===== src/rtl/lsu_defs.sv =====
// Shared constants for the load/store unit: funct3 codes, FSM state encoding and access sizes.
package lsu_defs;

  localparam logic [2:0] F3Lb  = 3'b000;
  localparam logic [2:0] F3Lh  = 3'b001;
  localparam logic [2:0] F3Lw  = 3'b010;
  localparam logic [2:0] F3Lbu = 3'b100;
  localparam logic [2:0] F3Lhu = 3'b101;
  localparam logic [2:0] F3Sb  = 3'b000;
  localparam logic [2:0] F3Sh  = 3'b001;
  localparam logic [2:0] F3Sw  = 3'b010;

  localparam logic [2:0] StIdle  = 3'd0;
  localparam logic [2:0] StRead  = 3'd1;
  localparam logic [2:0] StWrite = 3'd2;
  localparam logic [2:0] StDone  = 3'd3;
  localparam logic [2:0] StErr   = 3'd4;

  localparam logic [1:0] SzByte = 2'd0;
  localparam logic [1:0] SzHalf = 2'd1;
  localparam logic [1:0] SzWord = 2'd2;
  localparam logic [1:0] SzBad  = 2'd3;

  // funct3[1:0] carries the access size for both loads and stores.
  function automatic logic [1:0] size_of(input logic [2:0] funct3);
    return funct3[1:0];
  endfunction

endpackage


===== src/rtl/lsu_align.sv =====
// Combinational lane logic: load extraction/extension, store merge and legality checks.
module lsu_align
  import lsu_defs::*;
(
  input  logic [31:0] word,
  input  logic [1:0]  lane,
  input  logic [2:0]  funct3,
  input  logic        is_store,
  input  logic [31:0] wdata,
  output logic [31:0] load_val,
  output logic [31:0] store_word,
  output logic        misalign,
  output logic        illegal
);

  logic [1:0]  sz;
  logic [7:0]  byte_v;
  logic [15:0] half_v;
  logic        sext;

  always_comb begin
    sz       = size_of(funct3);
    sext     = ~funct3[2];
    illegal  = (sz == SzBad) || (is_store && funct3[2]);
    misalign = ((sz == SzHalf) && lane[0]) || ((sz == SzWord) && (lane != 2'b00));

    unique case (lane)
      2'd0:    byte_v = word[7:0];
      2'd1:    byte_v = word[15:8];
      2'd2:    byte_v = word[23:16];
      default: byte_v = word[31:24];
    endcase
    half_v = lane[1] ? word[31:16] : word[15:0];

    load_val = '0;
    case (sz)
      SzByte:  load_val = {{24{sext & byte_v[7]}}, byte_v};
      SzHalf:  load_val = {{16{sext & half_v[15]}}, half_v};
      SzWord:  load_val = word;
      default: load_val = '0;
    endcase

    // Sub-word stores overwrite only the addressed lanes of the buffered word.
    store_word = word;
    case (sz)
      SzByte: begin
        unique case (lane)
          2'd0:    store_word[7:0]   = wdata[7:0];
          2'd1:    store_word[15:8]  = wdata[7:0];
          2'd2:    store_word[23:16] = wdata[7:0];
          default: store_word[31:24] = wdata[7:0];
        endcase
      end
      SzHalf: begin
        if (lane[1]) store_word[31:16] = wdata[15:0];
        else         store_word[15:0]  = wdata[15:0];
      end
      SzWord:  store_word = wdata;
      default: store_word = word;
    endcase
  end

endmodule


===== src/rtl/lsu_mem_port.sv =====
// Load/store unit front-end for the word-addressed data memory; sub-word stores use
// read-modify-write through an internal word buffer.
module lsu_mem_port
  import lsu_defs::*;
#(
  parameter int unsigned ADDR_W = 16
) (
  input  logic              clk,
  input  logic              rst_n,
  input  logic              req_valid,
  output logic              req_ready,
  input  logic              req_we,
  input  logic [2:0]        req_funct3,
  input  logic [31:0]       req_addr,
  input  logic [31:0]       req_wdata,
  output logic              rsp_done,
  output logic              rsp_err,
  output logic [31:0]       rsp_rdata,
  output logic              mem_we,
  output logic [ADDR_W-1:0] mem_addres,
  output logic [31:0]       mem_wd,
  input  logic [31:0]       mem_rd
);

  logic [2:0]        state_q, state_d;
  logic              we_q, we_d;
  logic [2:0]        f3_q, f3_d;
  logic [1:0]        lane_q, lane_d;
  logic [31:0]       wdata_q, wdata_d;
  logic [ADDR_W-1:0] widx_q, widx_d;
  logic [31:0]       buf_q, buf_d;
  logic [31:0]       rdata_q, rdata_d;

  logic              idle;
  logic [31:0]       a_word;
  logic [1:0]        a_lane;
  logic [2:0]        a_f3;
  logic              a_store;
  logic [31:0]       load_val;
  logic [31:0]       store_word;
  logic              misalign;
  logic              illegal;

  // Address bits above the DM word index are deliberately dropped.
  logic unused_addr_hi;
  assign unused_addr_hi = ^req_addr[31:ADDR_W+2];

  assign idle = (state_q == StIdle);

  // While idle the aligner checks the incoming request; otherwise it works on latched fields.
  always_comb begin
    a_lane  = idle ? req_addr[1:0] : lane_q;
    a_f3    = idle ? req_funct3    : f3_q;
    a_store = idle ? req_we        : we_q;
    a_word  = (state_q == StRead) ? mem_rd : buf_q;
  end

  lsu_align u_align (
    .word       (a_word),
    .lane       (a_lane),
    .funct3     (a_f3),
    .is_store   (a_store),
    .wdata      (wdata_q),
    .load_val   (load_val),
    .store_word (store_word),
    .misalign   (misalign),
    .illegal    (illegal)
  );

  always_comb begin
    state_d = state_q;
    we_d    = we_q;
    f3_d    = f3_q;
    lane_d  = lane_q;
    wdata_d = wdata_q;
    widx_d  = widx_q;
    buf_d   = buf_q;
    rdata_d = rdata_q;

    case (state_q)
      StIdle: begin
        if (req_valid) begin
          we_d    = req_we;
          f3_d    = req_funct3;
          lane_d  = req_addr[1:0];
          wdata_d = req_wdata;
          if (misalign || illegal) begin
            state_d = StErr;
          end else begin
            widx_d  = req_addr[ADDR_W+1:2];
            state_d = (req_we && (req_funct3 == F3Sw)) ? StWrite : StRead;
          end
        end
      end
      StRead: begin
        buf_d = mem_rd;
        if (we_q) begin
          state_d = StWrite;
        end else begin
          rdata_d = load_val;
          state_d = StDone;
        end
      end
      StWrite: state_d = StDone;
      StDone:  state_d = StIdle;
      StErr:   state_d = StIdle;
      default: state_d = StIdle;
    endcase
  end

  always_ff @(posedge clk or negedge rst_n) begin
    if (!rst_n) begin
      state_q <= StIdle;
      we_q    <= 1'b0;
      f3_q    <= 3'b000;
      lane_q  <= 2'b00;
      wdata_q <= '0;
      widx_q  <= '0;
      buf_q   <= '0;
      rdata_q <= '0;
    end else begin
      state_q <= state_d;
      we_q    <= we_d;
      f3_q    <= f3_d;
      lane_q  <= lane_d;
      wdata_q <= wdata_d;
      widx_q  <= widx_d;
      buf_q   <= buf_d;
      rdata_q <= rdata_d;
    end
  end

  always_comb begin
    req_ready  = idle;
    rsp_done   = (state_q == StDone) || (state_q == StErr);
    rsp_err    = (state_q == StErr);
    rsp_rdata  = rdata_q;
    mem_we     = (state_q == StWrite);
    mem_addres = widx_q;
    mem_wd     = (state_q == StWrite) ? store_word : '0;
  end

endmodule


===== config.mk =====
export PLATFORM = sky130hd
export DESIGN_NAME = lsu_mem_port
export DESIGN_NICKNAME = d
export VERILOG_FILES = /design/src/rtl/lsu_defs.sv /design/src/rtl/lsu_align.sv /design/src/rtl/lsu_mem_port.sv
export SDC_FILE = /design/constraint.sdc
export NUM_CORES = 1
export LEC_CHECK = 0
export BUFFER_PORTS_ARGS = -buffer_cell sky130_fd_sc_hd__buf_4
export CORE_ASPECT_RATIO = 1.75
export CORE_UTILIZATION = 55
export CTS_BUF_LIST = sky130_fd_sc_hd__clkbuf_8
export CTS_CLUSTER_SIZE = 30
export DETAILED_ROUTE_END_ITERATION = 8
export HOLD_SLACK_MARGIN = 0.15
export PLACE_DENSITY = 0.83
export SETUP_SLACK_MARGIN = 0.15
export SYNTH_ARGS = -nofsm -noshare
export SYNTH_HDL_FRONTEND = slang
export SYNTH_SLANG_ARGS = --single-unit
export TNS_END_PERCENT = 30

===== constraint.sdc =====
create_clock -name clk -period 3.1 [get_ports clk]
set_clock_uncertainty 0.05 [all_clocks]
set_input_delay 0.31 -clock clk [delete_from_list [all_inputs] [get_ports clk]]
set_output_delay 0.31 -clock clk [all_outputs]
set_load 0.005 [all_outputs]

==> metrics.md <==
| Metric | Value |
|---|---|
| Maximum VDD drop | 0.7936 mV |
| Critical setup path kind | reg -> out |
| Finished Layout Cells | 1235 |
| Share of cells above drive strength 1 | 0.4069 |
| Reg-to-reg critical path startpoint | state_q[1] |
| Asr flop ratio synth | 1.000 |
| Worst path arrival time | 2.82 ns |
| Global route overflow | 0 |
| Drt first pass iters | 9 |
| Critical Path Source | state_q[1] |
| Filler Cell Count | 585 |
| Core area | between 10000 and 15000 um2 |
| Run status | finished, violations left |
| Num CTS Buffers | 17 |
| Vias in the first global route | 7815 |
| Ranking of synthesized cells by area | dfrtp_1 (44%), nand2_1 (8.8%), mux2_2 (6.9%) |
| Final Slew Violations | 0 |
| Clk_lat worst skew | 0.46 ns |
| Crit-path most repeated cell | buf_4 |
| Period utilization | 1.025 |
| Least-Margin Pin Slew | ~0.8 ns |
| Critical path capture point | mem_wd[23] |
| Synth-to-Final Area Change | 55.03% |
| Setup slack, reg-to-reg | between 0.1 and 0.15 ns |
| DRC violations left | 0 |
| I/O pins | 187 |
| Reg2Reg Capture Point | rsp_rdata[10] |
| Top cells by count, synth | nand2_1 (161), dfrtp_1 (121), a21oi_1 (60) |
| Ys Warns | 0 |
| Cells after DPL | 1063 |
| First-pass GRT wire length | just over 40000 um |
| RSZ-0062 raised after global routing | yes |
| Relative slew slack | 0.4635 |
| Row cnt | between 50 and 60 |
| Met3 wire length | slightly above 3000 um |
| Met2 WL post-DR | around 15000 um |
| Max-capacitance violation count | 0 |
| Die Area | between 10000 and 15000 um2 |
| Depth of the most critical reg-to-reg path | 8 |
| Die Height | 150.2 um |
| Vias post-DR | 8161 |
| Initial antenna violation count | 0 |
| EDFF count, synth | 0 |
| Primary FF master, synth | dfrtp_1 |
| Crit-path cells | buf_12 -> or3b_4 -> buf_12 -> buf_16 -> mux2i_2 -> buf_4 -> buf_4 -> nor2_2 -> o21ai_0 -> a21oi_1 -> buf_4 |
| Detailed Place HPWL | roughly 17000 um |
| WL met1 | 9748 um |
| Wire per inst | 24.47 um |
| Top-count cell post-synth | nand2_1 |
| Num Clock Sinks | 121 |
| Power, Total | about 14 mW |
| LEAKAGE | about 5 nW |
| Crit path time final | 3.176 ns |
| Post-synth top area share | 0.4388 |
| Hold crit path type | in -> reg |
| Final WL | between 30000 and 40000 um |
| Worst EP required | 2.74 ns |
| Sequential-to-total area share from yosys stat | 0.4388 |
| Antenna Violating Nets Remaining | 0 |
| Worst-path clk slew | around 0.08 ns |
| Initial DRC count | between 1000 and 1500 |
| Area leader, netlist | dfrtp_1 |
| CP delay by family, top | buffers and inverters |
| Max stage delay on crit path | around 0.43 ns |
| Avg Inst Size Synth | 9.363 um2 |
| Uppermost layer routed | met4 |
| Power per Cell Area | approximately 1300 nW/um2 |
| Violated checks | setup timing |
| Hold Fails Final Rpt | 0 |
| CTS tree | done |
| DR vias/cell | about 6.6 |
| Stages on worst setup path | 11 |
| CTS root buf | clkbuf_8 |
| Largest net degree at the start of global routing | 57 |
| Htree depth | 4 |
| Worst Setup Start Kind | flip-flop |
| Crit-path max FO | 8 |
| Post-Syn Nets | 840 |
| GRT Overall Usage | 0.4184 |
| Die width | 86.67 um |
| Hold_sp | mem_rd[8] |
| Syn Std Cell Area | 6900 um2 |
| Worst setup margin | -0.07606 ns |
| Nets@finish | between 1000 and 1500 |
| Slowest stage cell, crit path | or3b_4 |
| Clock tree buffer depth | 2 |
| Port Buf Inserts | 172 |
| Initial Utilization | 0.5686 |
| Post-Syn Instances | 737 |
| Finished Core Util | 0.8815 |
| Post-synthesis register bit count | 121 |
| Buf/Inv on CP | 6 |
| Gpl congestion | 0.9394 |
| Yosys cell types | 62 |
| Final-report setup violation count | 10 |
| Fmax | ~0.31 GHz |
| Hold depth | 2 |
| CP Capture Type | output pin |
per-layer routing:
| metal | vias up | track usage |
|---|---|---|
| met2 | 707 | 0.7123 |
| li1 | 3320 | - |
| met5 | - | 0 |
| met3 | 239 | 0.08553 |
| met1 | 3895 | 0.4631 |
| met4 | 0 | 0.2892 |
cells in the final DEF (no fill, tap or decap), types with 4 or more instances in the layout:
master and n:
mux2_4 5, o21ai_2 4, buf_6 12, o21ai_1 6, dlygate4sd3_1 78, clkbuf_8 17
nand2_1 159, a211oi_2 10, o31a_1 4, a21oi_1 60, o22ai_1 16, nor3_1 14
a211oi_1 6, inv_2 14, and2_1 16, buf_4 250, o21ai_0 6, a221oi_1 14
a22oi_1 23, a22oi_2 7, o211ai_1 18, mux2i_1 4, nor2_1 29, mux2_1 11
a31oi_1 7, mux2i_4 16, a222oi_1 10, buf_12 7, inv_1 5, inv_6 7
dfrtp_1 121, mux2_2 39, nand2b_1 6
kinds of logic (layout without fill, tap and decap cells):
kind of cell | count (synthesis) | in the layout | synth area share
buf+inv | 73 | 405 | 0.05150
other cells | 0 | 1 | 0
compound gates | 207 | 207 | 0.2125
flops | 121 | 121 | 0.4388
mux | 78 | 78 | 0.1271
simple gates | 258 | 258 | 0.1701
power breakdown:
| part | total [mW] | switching (mW) | internal, mW |
|---|---|---|---|
| Combinational | 9.75 | 5.34 | 4.41 |
| Clock | 1.57 | 0.759 | 0.813 |
| Sequential | 3.06 | 0.710 | 2.35 |
| Total | 14.4 | 6.81 | 7.58 |
timing repair:
action | 4_1_cts | 5_1_grt
cloned | 4 | 0
pin swaps | 16 | 42
gates resized for setup | 70 | 59
hold buffers | 74 | 4
endpoints found under the setup margin | 32 | 51
buffers inserted | 35 | 22
hold endpoints to repair | 127 | 4
through the flow:
stage / cell area (um2) / TNS [ns] / setup slack (ns) / hold slack, ns
2_1_floorplan: 6900 / 0 / 0.3342 / -0.03559
3_3_place_gp: 8444 / 0 / 0.2687 / 0.3614
3_5_place_dp: 8444 / 0 / 0.2808 / 0.3718
4_1_cts: 10230 / 0 / 0.05002 / 0.1515
5_1_grt: 10700 / -1.735 / -0.2043 / 0.1760
6_report: 10700 / -0.3293 / -0.07606 / 0.1951
final cells by class:
cell class / count / area [um2] / share of cell area
clock buffers: 17 / 234.0 / 0.02187
diodes: 1 / 2.502 / 0.0002339
clock inverters: 15 / 188.9 / 0.01766
repair buffers: 352 / 3013 / 0.2816
flip-flops and latches: 121 / 3028 / 0.2830
well taps: 165 / 206.4 / 0.01930
multi-input cells: 543 / 3936 / 0.3680
inverters: 21 / 88.84 / 0.008304
state kept, by name, summed over array words and instances (netlist names):
signal	cells
f3_q	3
we_q	1
rsp_rdata	32
mem_addres	16
state_q	3
buf_q	32
lane_q	2
wdata_q	32
worst min path at each step:
stage | endpoint | slack, ns
floorplan | buf_q[0] | -0.04
global placement | mem_addres[13] | 0.36
detailed placement | mem_addres[11] | 0.37
CTS | buf_q[8] | 0.15
global route | buf_q[8] | 0.18
finish | buf_q[8] | 0.20
Note: power is estimated with default switching activity, not from simulation.
